===== src/rtl/fetch_prefetch.sv =====
// fetch_prefetch: instruction-fetch front end with a DEPTH-entry prefetch
// buffer. Requests go out in program order and responses return in the same
// order. Entries are allocated when a request is issued and filled when its
// response arrives. Decode consumes the oldest entry once it has been filled.
// A misaligned fetch address produces an exception entry and halts issue
// until the next flush. Responses to requests made before a flush are
// counted and then discarded.
module fetch_prefetch #(
    parameter int                ADDR_W      = 32,
    parameter int                INSTR_W     = 32,
    parameter int                DEPTH       = 4,
    parameter int                EX_W        = 4,
    parameter logic [ADDR_W-1:0] RESET_PC    = '0,
    parameter logic [EX_W-1:0]   EX_MISALIGN = '0
) (
    input  logic               clk,
    input  logic               reset,
    output logic               mem_req_valid,
    output logic [ADDR_W-1:0]  mem_req_addr,
    input  logic               mem_req_ready,
    input  logic               mem_resp_valid,
    input  logic [INSTR_W-1:0] mem_resp_data,
    output logic               out_valid,
    output logic [INSTR_W-1:0] out_instr,
    output logic [ADDR_W-1:0]  out_pc,
    output logic [EX_W-1:0]    out_exception,
    output logic               out_exception_valid,
    input  logic               stall,
    input  logic               flush,
    input  logic [ADDR_W-1:0]  flush_addr
);

    localparam int PTR_W = $clog2(DEPTH);
    localparam int CNT_W = PTR_W + 1;
    // The outstanding-response counter is two bits wider than a pointer.
    // This leaves room when flushes are stacked on top of responses that
    // have not yet been drained.
    localparam int OUT_W = PTR_W + 2;
    localparam logic [CNT_W-1:0] DEPTH_C   = CNT_W'(DEPTH);
    localparam logic [OUT_W-1:0] OUT_LIMIT = OUT_W'(2 * DEPTH);

    // Scalar state
    logic [ADDR_W-1:0] fetch_pc_q, fetch_pc_d;
    logic [PTR_W-1:0]  alloc_q, alloc_d;
    logic [PTR_W-1:0]  fill_q, fill_d;
    logic [PTR_W-1:0]  head_q, head_d;
    logic [CNT_W-1:0]  count_q, count_d;
    logic [CNT_W-1:0]  pend_q, pend_d;     // live requests still waiting for data
    logic [OUT_W-1:0]  drop_q, drop_d;     // pre-flush responses still to discard
    logic              halted_q, halted_d;

    // Buffer entries
    logic [ADDR_W-1:0]  pc_q    [DEPTH];
    logic [INSTR_W-1:0] instr_q [DEPTH];
    logic [EX_W-1:0]    exc_q   [DEPTH];
    logic               excv_q  [DEPTH];
    logic               filled_q[DEPTH];

    // Decoded per-cycle events
    logic              aligned;
    logic              room;
    logic              req_valid;
    logic              issue;
    logic              misalign_alloc;
    logic              resp_drop;
    logic              resp_fill;
    logic              head_valid;
    logic              consume;
    logic [OUT_W-1:0]  total_out;
    logic [DEPTH-1:0]  alloc_we;
    logic [DEPTH-1:0]  fill_we;

    // Decode the issue, response and consume events for this cycle
    always_comb begin
        aligned   = (fetch_pc_q[1:0] == 2'b00);
        room      = !flush && !halted_q && (count_q < DEPTH_C);
        total_out = drop_q + OUT_W'(pend_q);
        // The outstanding bound only applies when flushes are stacked
        // back-to-back on slow memory. It never limits the normal flow.
        req_valid      = reset && room && aligned && (total_out < OUT_LIMIT);
        issue          = req_valid && mem_req_ready;
        misalign_alloc = room && !aligned;
        resp_drop      = mem_resp_valid && (drop_q != '0);
        resp_fill      = mem_resp_valid && (drop_q == '0) && (pend_q != '0);
        head_valid     = (count_q != '0) && filled_q[head_q];
        consume        = head_valid && !stall && !flush;
    end

    // Per-entry write enables for allocation and response fill
    generate
        for (genvar gi = 0; gi < DEPTH; gi++) begin : g_we
            assign alloc_we[gi] = (issue || misalign_alloc) && (alloc_q == PTR_W'(gi));
            assign fill_we[gi]  = resp_fill && (fill_q == PTR_W'(gi));
        end
    endgenerate

    // Next state for the fetch PC, pointers, counters and halt flag
    always_comb begin
        fetch_pc_d = fetch_pc_q;
        alloc_d    = alloc_q;
        fill_d     = fill_q;
        head_d     = head_q;
        count_d    = count_q;
        pend_d     = pend_q;
        drop_d     = drop_q;
        halted_d   = halted_q;
        if (flush) begin
            fetch_pc_d = flush_addr;
            alloc_d    = '0;
            fill_d     = '0;
            head_d     = '0;
            count_d    = '0;
            pend_d     = '0;
            halted_d   = 1'b0;
            // Every request still in flight becomes a drop. A response that
            // arrives in the flush cycle itself has already been discarded.
            drop_d     = total_out - OUT_W'(mem_resp_valid && (total_out != '0));
        end else begin
            if (issue) begin
                fetch_pc_d = fetch_pc_q + ADDR_W'(4);
                alloc_d    = alloc_q + 1'b1;
            end
            if (misalign_alloc) begin
                alloc_d  = alloc_q + 1'b1;
                halted_d = 1'b1;
            end
            if (resp_drop) begin
                drop_d = drop_q - 1'b1;
            end
            if (resp_fill) begin
                fill_d = fill_q + 1'b1;
            end
            if (consume) begin
                head_d = head_q + 1'b1;
            end
            count_d = count_q + CNT_W'(issue || misalign_alloc) - CNT_W'(consume);
            pend_d  = pend_q + CNT_W'(issue) - CNT_W'(resp_fill);
        end
    end

    // Scalar state registers
    always_ff @(posedge clk or negedge reset) begin
        if (!reset) begin
            fetch_pc_q <= RESET_PC;
            alloc_q    <= '0;
            fill_q     <= '0;
            head_q     <= '0;
            count_q    <= '0;
            pend_q     <= '0;
            drop_q     <= '0;
            halted_q   <= 1'b0;
        end else begin
            fetch_pc_q <= fetch_pc_d;
            alloc_q    <= alloc_d;
            fill_q     <= fill_d;
            head_q     <= head_d;
            count_q    <= count_d;
            pend_q     <= pend_d;
            drop_q     <= drop_d;
            halted_q   <= halted_d;
        end
    end

    // Buffer entries: a flush invalidates them; otherwise allocate and fill
    always_ff @(posedge clk or negedge reset) begin
        if (!reset) begin
            for (int i = 0; i < DEPTH; i++) begin
                pc_q[i]     <= '0;
                instr_q[i]  <= '0;
                exc_q[i]    <= '0;
                excv_q[i]   <= 1'b0;
                filled_q[i] <= 1'b0;
            end
        end else if (flush) begin
            for (int i = 0; i < DEPTH; i++) begin
                filled_q[i] <= 1'b0;
            end
        end else begin
            for (int i = 0; i < DEPTH; i++) begin
                if (alloc_we[i]) begin
                    pc_q[i]     <= fetch_pc_q;
                    instr_q[i]  <= '0;
                    exc_q[i]    <= misalign_alloc ? EX_MISALIGN : '0;
                    excv_q[i]   <= misalign_alloc;
                    filled_q[i] <= misalign_alloc;
                end
                if (fill_we[i]) begin
                    instr_q[i]  <= mem_resp_data;
                    filled_q[i] <= 1'b1;
                end
            end
        end
    end

    assign mem_req_valid = req_valid;
    assign mem_req_addr  = fetch_pc_q;

    // The head-entry outputs are zero whenever the head entry is not deliverable.
    assign out_valid           = head_valid;
    assign out_instr           = head_valid ? instr_q[head_q] : '0;
    assign out_pc              = head_valid ? pc_q[head_q]    : '0;
    assign out_exception       = head_valid ? exc_q[head_q]   : '0;
    assign out_exception_valid = head_valid && excv_q[head_q];

endmodule


===== config.mk =====
export PLATFORM = sky130hd
export DESIGN_NAME = fetch_prefetch
export DESIGN_NICKNAME = d
export VERILOG_FILES = /design/src/rtl/fetch_prefetch.sv
export SDC_FILE = /design/constraint.sdc
export NUM_CORES = 1
export LEC_CHECK = 0
export ABC_AREA = 1
export BUFFER_PORTS_ARGS = -buffer_cell sky130_fd_sc_hd__buf_2
export CAP_MARGIN = 20
export CORE_ASPECT_RATIO = 0.9
export CORE_UTILIZATION = 60
export CTS_CLUSTER_SIZE = 10
export DETAILED_ROUTE_END_ITERATION = 10
export PLACE_DENSITY = 0.86
export SLEW_MARGIN = 40
export SYNTH_ARGS = -nofsm -noshare
export SYNTH_HDL_FRONTEND = slang
export SYNTH_SLANG_ARGS = --single-unit

===== constraint.sdc =====
create_clock -name clk -period 7.18 [get_ports clk]
set_input_delay 1.077 -clock clk [delete_from_list [all_inputs] [get_ports clk]]
set_output_delay 1.077 -clock clk [all_outputs]
set_load 0.02 [all_outputs]

==> insert_results.sql <==
INSERT INTO impl_metrics (metric_group, metric, value, unit) VALUES
('die', 'floorplan.rows', '56', ''),
('routing', 'routed_wirelength', '45.4', 'mm'),
('yosys', 'synth.area.mux_share', '0', ''),
('clock_tree', 'cts.repair_timing.setup_buffer_count', '0', ''),
('routing', 'viasPerCell', '5.90', ''),
('sta', 'clock.fmax', '0.220', 'GHz'),
('layout', 'antenna-diode-count', '0', ''),
('place', 'place_inst', '2531', ''),
('critical_path', 'cp_launch_type', 'flip-flop', ''),
('critical_path', 'path_cells', 'buf_4 > o21ai_0 > o21ai_1 > o21ai_4 > buf_8 > buf_4 > a21oi_1 > buf_2', ''),
('sta', 'finalCriticalPeriod', '4550', 'ps'),
('clock_tree', 'clk_pin_slew_worst_paths', '60', 'ps'),
('yosys', 'netlist_area_before_placement', '0.0161', 'mm²'),
('clock_tree', 'cts_tree', 'built', ''),
('yosys', 'syn_area_per_cell', '7.54', 'µm²'),
('critical_path', 'cp_data_required_time', '6100', 'ps'),
('yosys', 'synth_compound_area_frac', '0.112', ''),
('layout', 'areaGrowthSynthToFinish', '12.4', '%'),
('clock_tree', 'cts.root.buffer_cell', 'sky130_fd_sc_hd__clkbuf_16', ''),
('sta', 'period_share', '0.633', ''),
('layout', 'nNetsFinal', '2316', ''),
('run', 'drv.max_cap_violation_count', '0', ''),
('sta', 'slew_headroom', '0.471', ''),
('yosys', 'synthFlopType', 'sky130_fd_sc_hd__dfrtp_1', ''),
('layout', 'post_route_cells_drive_above_1_share', '0.127', ''),
('yosys', 'yosysUniqueCellTypes', '34', ''),
('die', 'ios', '173', ''),
('critical_path', 'worstPathMaxFanout', '44', ''),
('sta', 'final-hold-violation-count', '0', ''),
('sta', 'finalClockSkew', '17.9', 'ps'),
('global_routing', 'globalRouteTotalUtil', '0.333', ''),
('routing', 'number_of_vias_in_the_routed_layout', '15209', ''),
('yosys', 'ys_seq_elements', '313', ''),
('clock_tree', 'clock_tree.buffer_depth', '3', ''),
('yosys', 'async_reset_ff_frac', '1.00', ''),
('routing', 'detail-route-antenna-nets', '0', ''),
('routing', 'wire_per_inst', '17.6', 'µm'),
('sta', 'setup_tns', '0', 'ps'),
('place', 'dp_worst_setup_slack', '3100', 'ps'),
('critical_path', 'worst-path-buf-inv', '4', ''),
('yosys', 'share_of_synthesized_cell_area_in_and_or_nand_and_nor_gates', '0.303', ''),
('yosys', 'synth.yosys.warnings', '0', ''),
('yosys', 'synth_adder_area_share', '0.0193', ''),
('run_status', 'outcome', 'finished clean', ''),
('clock_tree', 'ctsHtreeMaxLevel', '2', ''),
('die', 'die-area', '0.0274', 'mm²'),
('power', 'peakVddDrop', '0.000220', 'V'),
('place', 'gp_congestion', '0.929', ''),
('power', 'final_total_power', '5.29', 'mW'),
('critical_path', 'crit-reg2reg-launch', 'head_q[1]', ''),
('die', 'starting_density_of_the_core', '0.613', ''),
('place', 'detailed_place_hpwl', '27.0', 'mm'),
('routing', 'drt_iter0_markers', '1715', ''),
('yosys', 'synth_xor_xnor_area_share', '0.00981', ''),
('global_routing', 'globalRouteOverflowTotal', '0', ''),
('layout', 'layout_common_cells', 'sky130_fd_sc_hd__nand2_1, sky130_fd_sc_hd__nor2_1, sky130_fd_sc_hd__dfrtp_1', ''),
('sta', 'finalSetupViolations', '0', ''),
('critical_path', 'crit_path_max_incr_delay', '730', 'ps'),
('yosys', 'ys_seq_area_frac', '0.487', ''),
('min_path', 'holdCritPathClass', 'in2async', ''),
('global_routing', 'grt_pass1_vias', '14683', ''),
('clock_tree', 'cts_hold_buffers', '0', ''),
('die', 'core_region_area', '0.0262', 'mm²'),
('critical_path', 'worstPathArrival', '3470', 'ps'),
('die', 'chipWidth', '174', 'µm'),
('global_routing', 'antenna_violations_before_repair', '0', ''),
('global_routing', 'grt_pass1_wl', '73.2', 'mm'),
('yosys', 'largest_family_of_logic_cells_by_synthesized_area', 'simple AND/OR/NAND/NOR gates', ''),
('power', 'power_density', '293', 'mW/mm²'),
('sta', 'timing.final.max_slew_violations', '0', ''),
('clock_tree', 'cts.repair.resized', '0', '');
## layout make-up
type / instances / area [µm²]
tap: 348 / 435
clock buffer: 43 / 958
timing repair buffer: 187 / 1150
multi-input combinational: 1569 / 7210
clock inverter: 3 / 37.5
inverter: 115 / 437
fill: 2083 / 8140
sequential: 313 / 7840
## cell families (layout without fill, tap and decap cells)
kind of cell / after synthesis / count (layout)
simple gates: 1166 / 1166
buf+inv: 251 / 348
xor+xnor: 18 / 18
fa+ha+maj: 23 / 23
flops: 313 / 313
other cells: 1 / 4
compound gates: 358 / 358
## worst register-to-register path: stages (launching register included)
cell and delay [ps]:
sky130_fd_sc_hd__dfrtp_2 730, sky130_fd_sc_hd__buf_4 600, sky130_fd_sc_hd__o21ai_0 220, sky130_fd_sc_hd__o21ai_1 280, sky130_fd_sc_hd__o21ai_4 130, sky130_fd_sc_hd__nor2_1 200
sky130_fd_sc_hd__inv_1 110, sky130_fd_sc_hd__nor2_1 120, sky130_fd_sc_hd__ha_1 250, sky130_fd_sc_hd__inv_1 60, sky130_fd_sc_hd__ha_1 130, sky130_fd_sc_hd__inv_1 50
sky130_fd_sc_hd__fa_1 370, sky130_fd_sc_hd__and3_1 170, sky130_fd_sc_hd__nor3_1 140
## flip-flops by register name, indices dropped and copies added, names as in the netlist, 3 cells and up
signal        flops
instr_q         128
pc_q            128
mem_req_addr     32
drop_q            4
excv_q            4
filled_q          4
count_q           3
pend_q            3
## synthesized netlist by cell type, types with 2 or more instances
library cell,number,area [µm²]
sky130_fd_sc_hd__buf_2,23,115
sky130_fd_sc_hd__nand3_2,29,290
sky130_fd_sc_hd__nand2_4,4,45.0
sky130_fd_sc_hd__xnor2_1,2,17.5
sky130_fd_sc_hd__o21ai_1,22,110
sky130_fd_sc_hd__nor2_1,357,1340
sky130_fd_sc_hd__inv_1,108,405
sky130_fd_sc_hd__buf_6,13,146
sky130_fd_sc_hd__nand3_1,165,826
sky130_fd_sc_hd__a21oi_1,69,345
sky130_fd_sc_hd__ha_1,20,250
sky130_fd_sc_hd__nand4_1,4,25.0
sky130_fd_sc_hd__buf_4,9,67.6
sky130_fd_sc_hd__xor2_1,16,140
sky130_fd_sc_hd__o21ai_0,265,1330
sky130_fd_sc_hd__nor2_2,6,37.5
sky130_fd_sc_hd__buf_1,11,41.3
sky130_fd_sc_hd__inv_2,5,18.8
sky130_fd_sc_hd__clkbuf_1,80,300
sky130_fd_sc_hd__dfrtp_1,313,7830
sky130_fd_sc_hd__fa_1,3,60.1
sky130_fd_sc_hd__nand2_1,594,2230
## report_power, final
part | total (mW) | internal, mW | switching (mW) | leakage [nW]
logic | 1.28 | 0.421 | 0.864 | 4.55
registers | 2.36 | 2.12 | 0.239 | 4.17
clock network | 1.64 | 0.939 | 0.706 | 0.488
total | 5.29 | 3.48 | 1.81 | 9.21
## routing by layer
metal | GRT usage | wire [µm]
met5 | 0 | 0
met4 | 0.131 | 1230
met3 | 0.0589 | 4700
met2 | 0.526 | 21000
met1 | 0.462 | 18400
## through the flow
| stage | hold slack, ps | cell area [µm²] |
|---|---|---|
| 6_report | 462 | 18100 |
| 5_1_grt | 489 | 18100 |
| 4_1_cts | 471 | 18000 |
| 3_5_place_dp | 461 | 17000 |
| 3_3_place_gp | 453 | 16800 |
| 2_1_floorplan | 437 | 16100 |
## path summary, 6_finish.rpt
| path | end | slack, ps | depth (start not counted) |
|---|---|---|---|
| max | out_instr[0] | 2630 | 8 |
| min | mem_req_addr[20] | 460 | 1 |
| max reg2reg | count_q[2] | 3520 | 14 |
| min reg2reg | pc_q[4] | 480 | 2 |
| max in group asynchronous | instr_q[54] | 5400 | 3 |
| min in group clk | pc_q[4] | 480 | 2 |
Note: power is estimated with default switching activity, not from simulation.
